$ cat src/rtl/pixel_cmp_pkg.sv
// Shared types and helpers for the sequential approximate pixel comparator.
package pixel_cmp_pkg;

  localparam int unsigned SLICE_W = 2;

  typedef enum logic [1:0] {
    IDLE = 2'd0,
    CMP  = 2'd1,
    DONE = 2'd2
  } state_e;

  // Number of slices actually examined after skipping the approximated LSB slices.
  function automatic int unsigned num_slices(input int unsigned pix_w,
                                             input int unsigned approx_pairs);
    return pix_w / SLICE_W - approx_pairs;
  endfunction

endpackage

$ cat src/rtl/pixel_slice_cmp_tbac.sv
// Two-bit accurate comparator (TBAC): h_c when x > y, l_c when x < y.
module pixel_slice_cmp_tbac (
  input  logic x1,
  input  logic x0,
  input  logic y1,
  input  logic y0,
  output logic h_c,
  output logic l_c
);

  logic msb_eq;

  assign msb_eq = ~(x1 ^ y1);
  assign h_c    = (x1 & ~y1) | (msb_eq & x0 & ~y0);
  assign l_c    = (~x1 & y1) | (msb_eq & ~x0 & y0);

endmodule

$ cat src/rtl/pixel_slice_cmp.sv
// Sequential MSB-first approximate pixel comparator, one 2-bit slice per cycle.
// Optional macro EARLY_EXIT_EN: stop at the first differing slice instead of walking all slices.
module pixel_slice_cmp
  import pixel_cmp_pkg::*;
#(
  parameter int unsigned PIX_W        = 8,
  parameter int unsigned APPROX_PAIRS = 1
) (
  input  logic                           clk,
  input  logic                           rst_n,
  input  logic                           in_valid,
  output logic                           in_ready,
  input  logic [PIX_W-1:0]               x,
  input  logic [PIX_W-1:0]               y,
  output logic                           out_valid,
  input  logic                           out_ready,
  output logic                           gt,
  output logic                           lt,
  output logic                           eq,
  output logic [$clog2(PIX_W/2+1)-1:0]   cmp_cnt
);

  localparam int unsigned HALF  = PIX_W / SLICE_W;
  localparam int unsigned CNT_W = $clog2(PIX_W/2+1);
  localparam int unsigned IDX_W = CNT_W;

  if ((PIX_W % 2) != 0 || PIX_W < 2) begin : g_bad_width
    $error("pixel_slice_cmp: PIX_W must be even and at least 2");
  end
  if (APPROX_PAIRS >= HALF || num_slices(PIX_W, APPROX_PAIRS) < 1) begin : g_bad_approx
    $error("pixel_slice_cmp: APPROX_PAIRS must be below PIX_W/2");
  end

  state_e             state;
  logic [PIX_W-1:0]   sx;
  logic [PIX_W-1:0]   sy;
  logic [IDX_W-1:0]   idx;
  logic               h_c;
  logic               l_c;
  logic               gt_n_c;
  logic               lt_n_c;
  logic               last_c;

  pixel_slice_cmp_tbac u_tbac (
    .x1  (sx[PIX_W-1]),
    .x0  (sx[PIX_W-2]),
    .y1  (sy[PIX_W-1]),
    .y0  (sy[PIX_W-2]),
    .h_c (h_c),
    .l_c (l_c)
  );

  assign in_ready = (state == IDLE);

  // The first differing slice wins; later slices cannot overwrite a latched decision.
  assign gt_n_c = (gt | lt) ? gt : h_c;
  assign lt_n_c = (gt | lt) ? lt : l_c;

`ifdef EARLY_EXIT_EN
  assign last_c = h_c | l_c | (idx == IDX_W'(APPROX_PAIRS));
`else
  assign last_c = (idx == IDX_W'(APPROX_PAIRS));
`endif

  always_ff @(posedge clk or negedge rst_n) begin
    if (!rst_n) begin
      state     <= IDLE;
      sx        <= '0;
      sy        <= '0;
      idx       <= '0;
      gt        <= 1'b0;
      lt        <= 1'b0;
      eq        <= 1'b0;
      cmp_cnt   <= '0;
      out_valid <= 1'b0;
    end else begin
      case (state)
        IDLE: begin
          if (in_valid) begin
            sx      <= x;
            sy      <= y;
            gt      <= 1'b0;
            lt      <= 1'b0;
            eq      <= 1'b0;
            cmp_cnt <= '0;
            idx     <= IDX_W'(HALF - 1);
            state   <= CMP;
          end
        end
        CMP: begin
          cmp_cnt <= cmp_cnt + CNT_W'(1);
          gt      <= gt_n_c;
          lt      <= lt_n_c;
          if (last_c) begin
            eq        <= ~gt_n_c & ~lt_n_c;
            out_valid <= 1'b1;
            state     <= DONE;
          end else begin
            sx  <= sx << SLICE_W;
            sy  <= sy << SLICE_W;
            idx <= idx - IDX_W'(1);
          end
        end
        DONE: begin
          if (out_ready) begin
            out_valid <= 1'b0;
            state     <= IDLE;
          end
        end
        default: state <= IDLE;
      endcase
    end
  end

endmodule

$ cat config.mk
export PLATFORM = sky130hd
export DESIGN_NAME = pixel_slice_cmp
export DESIGN_NICKNAME = d
export VERILOG_FILES = /design/src/rtl/pixel_cmp_pkg.sv /design/src/rtl/pixel_slice_cmp_tbac.sv /design/src/rtl/pixel_slice_cmp.sv
export SDC_FILE = /design/constraint.sdc
export NUM_CORES = 1
export LEC_CHECK = 0
export BUFFER_PORTS_ARGS = -buffer_cell sky130_fd_sc_hd__clkbuf_2
export CAP_MARGIN = 5
export CELL_PAD_IN_SITES_DETAIL_PLACEMENT = 1
export CELL_PAD_IN_SITES_GLOBAL_PLACEMENT = 1
export CORE_UTILIZATION = 43
export CTS_CLUSTER_SIZE = 30
export DETAILED_ROUTE_END_ITERATION = 7
export PLACE_DENSITY = 0.83
export SYNTH_ARGS = -nofsm -noshare
export SYNTH_HDL_FRONTEND = slang
export SYNTH_HIERARCHICAL = 1
export SYNTH_SLANG_ARGS = --single-unit
$ cat constraint.sdc
create_clock -name clk -period 2 [get_ports clk]
set_input_delay 0.4 -clock clk [delete_from_list [all_inputs] [get_ports clk]]
set_output_delay 0.4 -clock clk [all_outputs]
set_load 0.02 [all_outputs]
==> Yosys cells after proc, flatten, opt, wreduce, memory -nomap -nowiden <==
Index checks and enable logic that the tools add are counted.
{ "op_classes": {"magnitude_cmp": 0, "add_sub_neg": 2, "reduce_logical": 8, "eq_ne": 7, "mux": 25, "div_mod_pow": 0, "bitwise": 18, "shifts": 0, "n_mul": 0} }
{ "ops": {"columns": ["operator", "n"], "rows": [
  ["$mux W8", 4],
  ["$pmux W8 S2", 2],
  ["$pmux W3 S2", 2],
  ["$reduce_and A3 Y1", 4],
  ["$mux W3", 3],
  ["$ne A2 B2 Y1 const B", 4],
  ["$pmux W1 S2", 4],
  ["$and A1 B1 Y1", 7],
  ["$not A1 Y1", 7],
  ["$mux W1", 6],
  ["$mux W2", 3],
  ["$pmux W2 S3", 1],
  ["$reduce_bool A2 Y1", 2],
  ["$add A3 B1 Y3 const B", 1],
  ["$eq A3 B1 Y1 const B", 1],
  ["$or A1 B1 Y1", 3],
  ["$sub A3 B1 Y3 const B", 1],
  ["$eq A2 B1 Y1 const B", 1],
  ["$eq A2 B2 Y1 const B", 1],
  ["$logic_not A2 Y1", 1],
  ["$reduce_and A2 Y1", 1],
  ["$xor A1 B1 Y1", 1]
]} }
{ "word_totals": {"romBits": 0, "regBits": 28, "word_cells": 69, "inputBits": 20, "ram_bits": 0, "latchBits": 0, "output_inout_bits": 8, "n_memories": 0} }

==> Longest topological paths before layout <==
Gate-level depths: netlist of run 1.
{ "depth": {"depth_word": 10, "mapped_depth": 7, "ltp_nobuf": 6} }

==> Hierarchy <==
The synthesis of run 1 kept the hierarchy.
{ "by_module_without_submodules": {"columns": ["mod", "instances", "cells_per_inst", "area_per_inst_um2", "seq_area_each_um2"], "rows": [
  ["pixel_slice_cmp", 1, 109, 1393.8, 700.7],
  ["pixel_slice_cmp_tbac", 1, 8, 56.3, 0.0]
]} }

==> Least setup slack after synthesis of run 1 <==
Ideal clock, no wire load.
{ "synth_timing": {"path_kind": "flip-flop to flip-flop", "from": "register state[1]", "to": "register sx[7]", "path_buffers": 3, "setup_time_ns": 0.125, "synth_period_minus_slack_ns": 1.522, "arrival_ns": 1.396, "stages_incl_launch_ff": 7, "required_time_ns": 1.875, "slack_ns": 0.478, "path_cell_list": "dfrtp_1 buf_4 nor2b_4 buf_6 buf_6 mux2_4 mux2_4"} }
{ "synth_between": {"elab_chain_len": 3, "elab_cells_between_ends": 7, "classes_between": "eq/ne (3); mux (1); reduce/logical (3)"} }
{ "synth_lines": {"columns": ["element", "line", "source"], "rows": [
  ["start, declared", "pixel_slice_cmp.sv:34", "state_e state;"],
  ["start signal, assigned", "pixel_slice_cmp.sv:67", "state <= IDLE;"],
  ["start signal, assigned", "pixel_slice_cmp.sv:87", "state <= CMP;"],
  ["start signal, assigned", "pixel_slice_cmp.sv:97", "state <= DONE;"],
  ["$eq A2 B1 Y1 / $logic_not A2 Y1 (equally long branches)", "pixel_slice_cmp.sv:77", "case (state)"],
  ["$ne A2 B2 Y1 (no line) / $reduce_bool A2 Y1 (equally long branches)", null, null],
  ["$reduce_and A3 Y1 (no line)", null, null],
  ["end signal, assigned", "pixel_slice_cmp.sv:99", "sx <= sx << SLICE_W;"],
  ["end, declared", "pixel_slice_cmp.sv:35", "logic [PIX_W-1:0] sx;"]
]} }
Several ways; a longest one is shown, not always the timed one.
A chain may end at the register's enable or synchronous reset.

==> Worst setup path after layout of run 1 <==
{ "layout_timing": {"from": "register state[0]", "to": "register sx[6]"} }
The elaborated chain is that of the path after synthesis.

==> key figures, run 1 <==
Timing
  • Slew Limit Fails: 0
  • Hold Vio Cnt, Final: 0
  • Worst Tran Pin Value: 0.677 ns
  • Worst Skew: 0.00712 ns
  • Finish-stage setup viols: 0
  • Period utilisation layout: 88.7%
  • Slew headroom: 54.9%
  • Fmax achieved: 564 MHz
  • Total negative slack: 0 ns
  • RSZ-0062 raised after global routing: false
  • Final setup margin: 0.226 ns
  • Hold_ws: 0.0830 ns
  • Crit path time final: 1.77 ns

Synthesis
  • Post-Syn Instances: 117
  • Count of cell types in the netlist: 31
  • Synth warn: 6
  • Area of the mapped netlist: 1450 um2
  • Post-Syn Area per Cell: 12.4 um2
  • Sequential area share after synthesis: 48.3%
  • Register bit total from synthesis: 28
  • Net Count, Synth: 142

Setup path
  • Critical path type: flop to flop
  • Arrival @ worst endpoint: 2.00 ns
  • Critical Path End Type: flop
  • Crit path max fanout: 14
  • Req. time, crit path: 2.23 ns
  • CP Launch Type: flop

Routing
  • DR DRC count: 0
  • Routed wire per std cell: 14.8 um
  • First-pass DRT Iterations: 3
  • Initial DRC Count: 14
  • Vias per cell: 4.97
  • Antenna-violating nets left: 0
  • Total Wirelength: 2780 um
  • Via count: 934

Clocking
  • CTS tree: built
  • CTS Hold Bufs: 0
  • Clock Latency Late Sink: 0.32 ns
  • CTS Sinks: 28
  • Max clock buf depth: 2
  • Post-CTS Setup Repair Bufs: 0
  • Clk pin slew, worst setup/hold paths: 0.15 ns
  • H-tree depth: 1
  • Root buffer cell: clkbuf_4
  • CTS Buf Count: 3
  • Post-CTS sizing: 0

Cells and area
  • Nets: 170
  • Fill cells: 351
  • # diodes: 0
  • Fin cells: 188
  • Most common cell after layout, fill and taps aside: dfrtp_1
  • Layout cells sized above 1: 38.9%
  • Syn-to-layout area delta: 12.9%
  • Most frequent cells in the layout: dfrtp_1, clkbuf_2, mux2_4

Run
  • Max-cap violations: 0

Floorplanning
  • Die span in y: 60.1 um
  • Core ar.: 3130 um2
  • Io pins: 28
  • FP Rows: 20
  • Initial core utilization: 46.4%
  • DIE AREA: 3610 um2
  • Die width: 60.1 um

GRT
  • GRT overflow: 0
  • Initial antenna violation count: 0
  • Vias in the first global route: 1010
  • Largest net degree at the start of global routing: 29
  • First-pass GRT wire length: 4820 um
  • GRT Overall Usage: 18.2%

Power
  • Max IR drop VDD: 578 uV
  • Pwr/cell area: 1740 nW/um2
  • Leak: 0.000850 uW
  • Total power: 2860 uW

Placement
  • Place WS: 0.257 ns
  • Placed instance count: 184
  • Routability cong.: 0.748
  • Detail Placement HPWL: 2110 um
  • Input/output buffers: 27

Status
  • Status: complete, no violations

Worst hold path
  • Hold Crit Class: primary input to asynchronous set/reset pin
[per-stage QoR]
stage                     cell area [um2]  utilization, %
final                                1640            52.4
after detailed placement             1600            51.2
after global routing                 1640            52.4
after CTS                            1640            52.4
after global placement               1600            51.2
after floorplan                      1450               -
[power by group]
part | leakage [uW] | total, uW | switching (uW) | internal (uW)
Sequential | 0.000352 | 1030 | 207 | 825
Clock | 0.0000210 | 271 | 159 | 111
Combinational | 0.000477 | 1560 | 738 | 817
[worst paths after layout]
path	slack, ns	depth (start not counted)	to	startpoint
min	0.08	1	sx[5]	rst_n
min in group clk	0.26	2	state[1]	out_ready
max	0.23	3	sx[6]	state[0]
max in group asynchronous	1.48	1	cmp_cnt[0]	rst_n
min reg2reg	0.53	1	sx[0]	sx[0]
max reg2reg	0.23	3	sx[6]	state[0]
[cell usage after synthesis]
cell type  count  area share, %
o21bai_1       2            1.0
inv_1         10            2.6
mux2_1         3            2.3
o32ai_1        1           0.60
nor2b_4        1           0.95
a22o_1         4            2.4
a31oi_1        2           0.86
mux2_2         6            4.7
buf_2          1           0.34
dfrtp_1       28             48
a31o_1         1           0.60
or4_1          1           0.52
xor2_1         1           0.60
and2_1         1           0.43
o22ai_1        1           0.43
o21ai_0        3            1.0
nor2_1         8            2.1
buf_4          1           0.52
a21oi_1        3            1.0
a22oi_1        1           0.52
buf_6          3            2.3
nand4_1        1           0.43
mux2_4        15             16
ha_1           5            4.3
nand2b_1       2           0.86
nor2b_1        1           0.43
nand2_1        5            1.3
o21ai_1        2           0.69
inv_2          1           0.26
nand3b_1       2            1.0
nand2b_4       1           0.95
[registers in the layout, indices dropped and copies added (netlist names)]
signal,flops
state,2
lt,1
sx,8
cmp_cnt,3
out_valid,1
sy,8
eq,1
idx,3
gt,1
[critical path: stages, from the launching register on]
cell	delay, ns
dfrtp_1	0.51
nor2b_4	0.51
mux2_2	0.40
mux2_4	0.25
[kinds of logic after synthesis]
| family | Yosys count | synth area share (%) |
|---|---|---|
| flops | 28 | 48.3 |
| mux | 24 | 22.5 |
| simple gates | 23 | 8.97 |
| compound gates | 20 | 9.23 |
| buf+inv | 16 | 6.04 |
| fa+ha+maj | 5 | 4.31 |
| xor+xnor | 1 | 0.604 |
[layout make-up]
type                       instances  area (um2)  share of cell area [%]
inverter                          11        41.3                    2.52
clock buffer                       4        36.3                    2.22
timing repair buffer              28         143                    8.71
multi-input combinational         73         662                    40.4
sequential                        28         701                    42.8
tap                               44        55.1                    3.36
[layer usage]
metal	up-vias	part of all wire, %	track usage, %
met1	461	47	24.4
met5	-	0	0
met3	2	2.1	2.60
li1	457	-	-
met4	0	0.86	5.32
met2	14	50	30.5
Power figures use the tool's default switching activity.
==> run 2, diff against run 1 <==
--- a/config.mk
+++ b/config.mk
@@ -5,14 +5,14 @@
 export SDC_FILE = /design/constraint.sdc
 export NUM_CORES = 1
 export LEC_CHECK = 0
-export BUFFER_PORTS_ARGS = -buffer_cell sky130_fd_sc_hd__clkbuf_2
+export BUFFER_PORTS_ARGS = -buffer_cell sky130_fd_sc_hd__buf_2
 export CAP_MARGIN = 5
 export CELL_PAD_IN_SITES_DETAIL_PLACEMENT = 1
 export CELL_PAD_IN_SITES_GLOBAL_PLACEMENT = 1
 export CORE_UTILIZATION = 43
 export CTS_CLUSTER_SIZE = 30
 export DETAILED_ROUTE_END_ITERATION = 7
-export PLACE_DENSITY = 0.83
+export PLACE_DENSITY = 0.87
 export SYNTH_ARGS = -nofsm -noshare
 export SYNTH_HDL_FRONTEND = slang
 export SYNTH_HIERARCHICAL = 1
==> key figures, run 2 (same netlist as run 1, synthesis figures left out) <==
Placement
  • Routability cong.: 0.706
  • Input/output buffers: 27
  • Place WS: 0.237 ns
  • Placed instance count: 184
  • Detail Placement HPWL: 2230 um

Cells and area
  • Register area: 701 um2
  • # diodes: 0
  • Most common cell after layout, fill and taps aside: dfrtp_1
  • Area of the multi-input gates: 662 um2
  • Most frequent cells in the layout: dfrtp_1, buf_2, mux2_4
  • Fin cells: 188
  • Fill cells: 350
  • Layout cells sized above 1: 38.9%
  • Syn-to-layout area delta: 14.1%
  • Registers with the most flip-flops: sx (8), sy (8)
  • Nets: 170

Power
  • Clock power share: 12.6%
  • Combinational power share: 52.4%
  • Pwr/cell area: 1780 nW/um2
  • Reg power frac: 34.9%
  • Switching power: 1100 uW
  • Leak: 0.000854 uW
  • Max IR drop VDD: 808 uV
  • Int Power: 1850 uW
  • Switching part of the total power: 37.4%

Floorplanning
  • FP Rows: 20
  • Die width: 60.1 um
  • Io pins: 28
  • Core ar.: 3130 um2
  • Die span in y: 60.1 um
  • Initial core utilization: 46.4%
  • DIE AREA: 3610 um2

Timing
  • Period utilisation layout: 88.5%
  • Slew Limit Fails: 0
  • Slew headroom: 58.6%
  • Final setup margin: 0.229 ns
  • Total negative slack: 0 ns
  • Worst Skew: 0.00855 ns
  • RSZ-0062 raised after global routing: false
  • Fmax achieved: 565 MHz
  • Worst Tran Pin Value: 0.622 ns
  • Finish-stage setup viols: 0
  • Crit path time final: 1.77 ns
  • Hold Vio Cnt, Final: 0

Clocking
  • Post-CTS Setup Repair Bufs: 0
  • Clk pin slew, worst setup/hold paths: 0.15 ns
  • Max clock buf depth: 2
  • CTS Sinks: 28
  • CTS tree: built
  • H-tree depth: 1
  • CTS Buf Count: 3
  • Clock Latency Late Sink: 0.33 ns
  • CTS Hold Bufs: 0
  • Root buffer cell: clkbuf_4
  • Post-CTS sizing: 0

Routing
  • Initial DRC Count: 35
  • First-pass DRT Iterations: 3
  • Via count: 934
  • Vias per cell: 4.97
  • Total Wirelength: 2960 um
  • Antenna-violating nets left: 0
  • DR DRC count: 0
  • Routed wire per std cell: 15.7 um

GRT
  • GRT Overall Usage: 19.4%
  • Largest net degree at the start of global routing: 29
  • First-pass GRT wire length: 5060 um
  • GRT overflow: 0
  • Vias in the first global route: 1052
  • Initial antenna violation count: 0

Setup path
  • Critical Path End Type: flop
  • R2R cell count: 5
  • Arrival @ worst endpoint: 2.01 ns
  • Critical Path Start: idx[0]
  • Critical path type: flop to flop
  • Crit path max fanout: 13
  • Req. time, crit path: 2.24 ns
  • Crit-path cells: ha_1 -> nand3b_1 -> nand2b_4 -> inv_2 -> mux2_2
  • Max incr delay on CP: 0.44 ns
  • Flop2flop setup slack: 0.23 ns
  • Crit-path leading delay family: flip-flops
  • CP Launch Type: flop
  • FF-to-FF Start: idx[0]
  • Crit-path slowest cell: dfrtp_1
  • CP bufs+invs: 1
  • RR Endpoint: sx[2]

Run
  • Max-cap violations: 0

Worst hold path
  • Hold Crit Class: primary input to asynchronous set/reset pin

Status
  • Status: complete, no violations
==> run 2: changes by cell type in the layout (fill, tap and decap cells not counted), sizes merged <==
cell and change:
buf +27, bufinv +1, clkbuf -28
==> run 2: how the worst max path moves through the flow <==
stage / endpoint / slack (ns) / cells after the start
floorplan: sx[7] / 0.48 / 6
global placement: sx[6] / 0.29 / 3
detailed placement: sx[2] / 0.24 / 5
CTS: sx[2] / 0.21 / 5
global route: sx[2] / 0.12 / 5
finish: sx[2] / 0.23 / 5
==> run 2: layer usage <==
layer / share of wire [%] / GRT usage (%) / wire length, um / vias to the layer above
met2: 54 / 35.2 / 1590 / 15
met1: 43 / 24.0 / 1280 / 463
met3: 2.2 / 2.16 / 65 / 2
met5: 0 / 0 / 0 / -
li1: - / - / - / 454
met4: 0.85 / 5.98 / 25 / 0
==> run 2: power by group through the flow <==
stage                     Clock, uW  Sequential (uW)  Combinational, uW
after floorplan                   0             1050               1260
after global placement            0             1020               1460
after detailed placement          0             1050               1560
after CTS                       384             1040               1570
after global routing            398             1070               1720
final                           372             1030               1550
==> run 2: final cells by class <==
| type | instances | area share [%] |
|---|---|---|
| timing repair buffer | 28 | 8.62 |
| tap | 44 | 3.33 |
| clock buffer | 3 | 1.36 |
| multi-input combinational | 73 | 40.0 |
| sequential | 28 | 42.4 |
| inverter | 11 | 2.50 |
| clock inverter | 1 | 1.82 |
==> run 2: through the flow <==
| stage | hold WS (ns) | area, um2 | total power, uW | util (%) |
|---|---|---|---|---|
| floorplan | 0.104 | 1450 | 2310 | - |
| global placement | 0.436 | 1600 | 2480 | 51.2 |
| detailed placement | 0.451 | 1600 | 2610 | 51.2 |
| CTS | 0.0679 | 1650 | 3000 | 52.9 |
| global route | 0.0964 | 1650 | 3190 | 52.9 |
| finish | 0.0542 | 1650 | 2950 | 52.9 |
==> run 3, diff against run 2 <==
--- a/config.mk
+++ b/config.mk
@@ -9,10 +9,12 @@
 export CAP_MARGIN = 5
 export CELL_PAD_IN_SITES_DETAIL_PLACEMENT = 1
 export CELL_PAD_IN_SITES_GLOBAL_PLACEMENT = 1
-export CORE_UTILIZATION = 43
+export CORE_UTILIZATION = 45
+export CTS_BUF_LIST = sky130_fd_sc_hd__clkbuf_4
 export CTS_CLUSTER_SIZE = 30
 export DETAILED_ROUTE_END_ITERATION = 7
-export PLACE_DENSITY = 0.87
+export PLACE_DENSITY = 0.9
+export REMOVE_ABC_BUFFERS = 1
 export SYNTH_ARGS = -nofsm -noshare
 export SYNTH_HDL_FRONTEND = slang
 export SYNTH_HIERARCHICAL = 1
==> key figures, run 3 (same netlist as run 1, synthesis figures left out) <==
Status
  • Status: complete, no violations

Timing
  • RSZ-0062 raised after global routing: false
  • Total negative slack: 0 ns
  • Finish-stage setup viols: 0
  • Hold Vio Cnt, Final: 0
  • Hold_ws: 0.0624 ns
  • Slew Limit Fails: 0
  • Slew headroom: 58.1%
  • Period utilisation layout: 89.0%
  • Fmax achieved: 562 MHz
  • Worst Skew: 0.0121 ns
  • Crit path time final: 1.78 ns
  • Worst Tran Pin Value: 0.628 ns

Setup path
  • Critical Path End Type: flop
  • Req. time, crit path: 2.22 ns
  • Crit path max fanout: 14
  • CP Launch Type: flop
  • Critical path type: flop to flop
  • Arrival @ worst endpoint: 2.00 ns

Clocking
  • Post-CTS Setup Repair Bufs: 0
  • CTS tree: built
  • Clk pin slew, worst setup/hold paths: 0.15 ns
  • Clock Latency Late Sink: 0.33 ns
  • H-tree depth: 1
  • CTS Hold Bufs: 0
  • Post-CTS sizing: 0
  • Root buffer cell: clkbuf_4
  • CTS Sinks: 28
  • CTS Buf Count: 3
  • Max clock buf depth: 2

Power
  • Pwr/cell area: 1730 nW/um2
  • Max IR drop VDD: 640 uV
  • Leak: 0.000841 uW

Run
  • Max-cap violations: 0

Cells and area
  • Most frequent cells in the layout: dfrtp_1, buf_2, mux2_4
  • Nets: 170
  • Syn-to-layout area delta: 12.3%
  • Fill cells: 335
  • Layout cells sized above 1: 38.2%
  • Most common cell after layout, fill and taps aside: dfrtp_1
  • Cell area after layout: 1630 um2
  • Registers with the most flip-flops: sx (8), sy (8)
  • # diodes: 0

Floorplanning
  • Die span in y: 58.8 um
  • FP Rows: 20
  • DIE AREA: 3450 um2
  • Io pins: 28
  • Initial core utilization: 47.5%
  • Die width: 58.8 um
  • Core ar.: 3050 um2

Routing
  • First-pass DRT Iterations: 4
  • Routed wire per std cell: 15.3 um
  • DR DRC count: 0
  • Antenna-violating nets left: 0
  • Total Wirelength: 2870 um
  • Via count: 950
  • Initial DRC Count: 13
  • Vias per cell: 5.05

GRT
  • GRT overflow: 0
  • Initial antenna violation count: 0
  • First-pass GRT wire length: 4780 um
  • GRT Overall Usage: 18.7%
  • Largest net degree at the start of global routing: 29
  • Vias in the first global route: 1030
  • Grt peak-use layer: met2
  • GR Util met2: 33.4%
  • Routing usage on met3: 2.86%
  • Met1 global-route usage: 23.3%

Worst hold path
  • Hold Crit Class: primary input to asynchronous set/reset pin

Placement
  • DP Area: 1600 um2
  • Input/output buffers: 27
  • Routability cong.: 0.759
  • Detail Placement HPWL: 2240 um
## run 3: final timing paths
kind / cells past startpoint / startpoint / slack (ns) / endpoint
min in group clk: 2 / out_ready / 0.24 / state[1]
hold / removal: 1 / rst_n / 0.06 / state[0]
max in group asynchronous: 1 / rst_n / 1.53 / sx[2]
setup / recovery: 3 / state[0] / 0.22 / sx[5]
setup reg to reg: 3 / state[0] / 0.22 / sx[5]
hold reg to reg: 1 / sx[0] / 0.52 / sx[0]
## run 3: per-layer routing
layer / vias up / wire (um)
met5: - / 0
met4: 0 / 41
li1: 456 / -
met1: 473 / 1190
met3: 4 / 73
met2: 17 / 1560
## run 3: worst max-delay path, cell delays in order (launching register included)
cell     delay (ns)
dfrtp_1        0.51
nor2b_4        0.50
mux2_2         0.40
mux2_4         0.26
## run 3: cell type report
type	count	area, um2	area share (%)
clock inverters	1	3.75	0.231
well taps	44	55.1	3.38
multi-input cells	73	662	40.7
repair buffers	28	143	8.76
clock buffers	3	22.5	1.38
inverters	11	41.3	2.54
flip-flops and latches	28	701	43.0
## run 3: metrics by stage
stage               setup slack (ns)  utilization, %  cells  power, uW
finish                         0.220            53.3    188       2820
global route                   0.159            53.3    188       3030
CTS                            0.218            53.3    188       2860
floorplan                      0.434               -    112       2200
detailed placement             0.236            52.5    184       2620
global placement               0.285            52.5    184       2480
## run 3: power breakdown
| part | internal [uW] | switching [uW] |
|---|---|---|
| logic | 816 | 741 |
| registers | 825 | 204 |
| clock network | 73.2 | 166 |
| total | 1710 | 1110 |
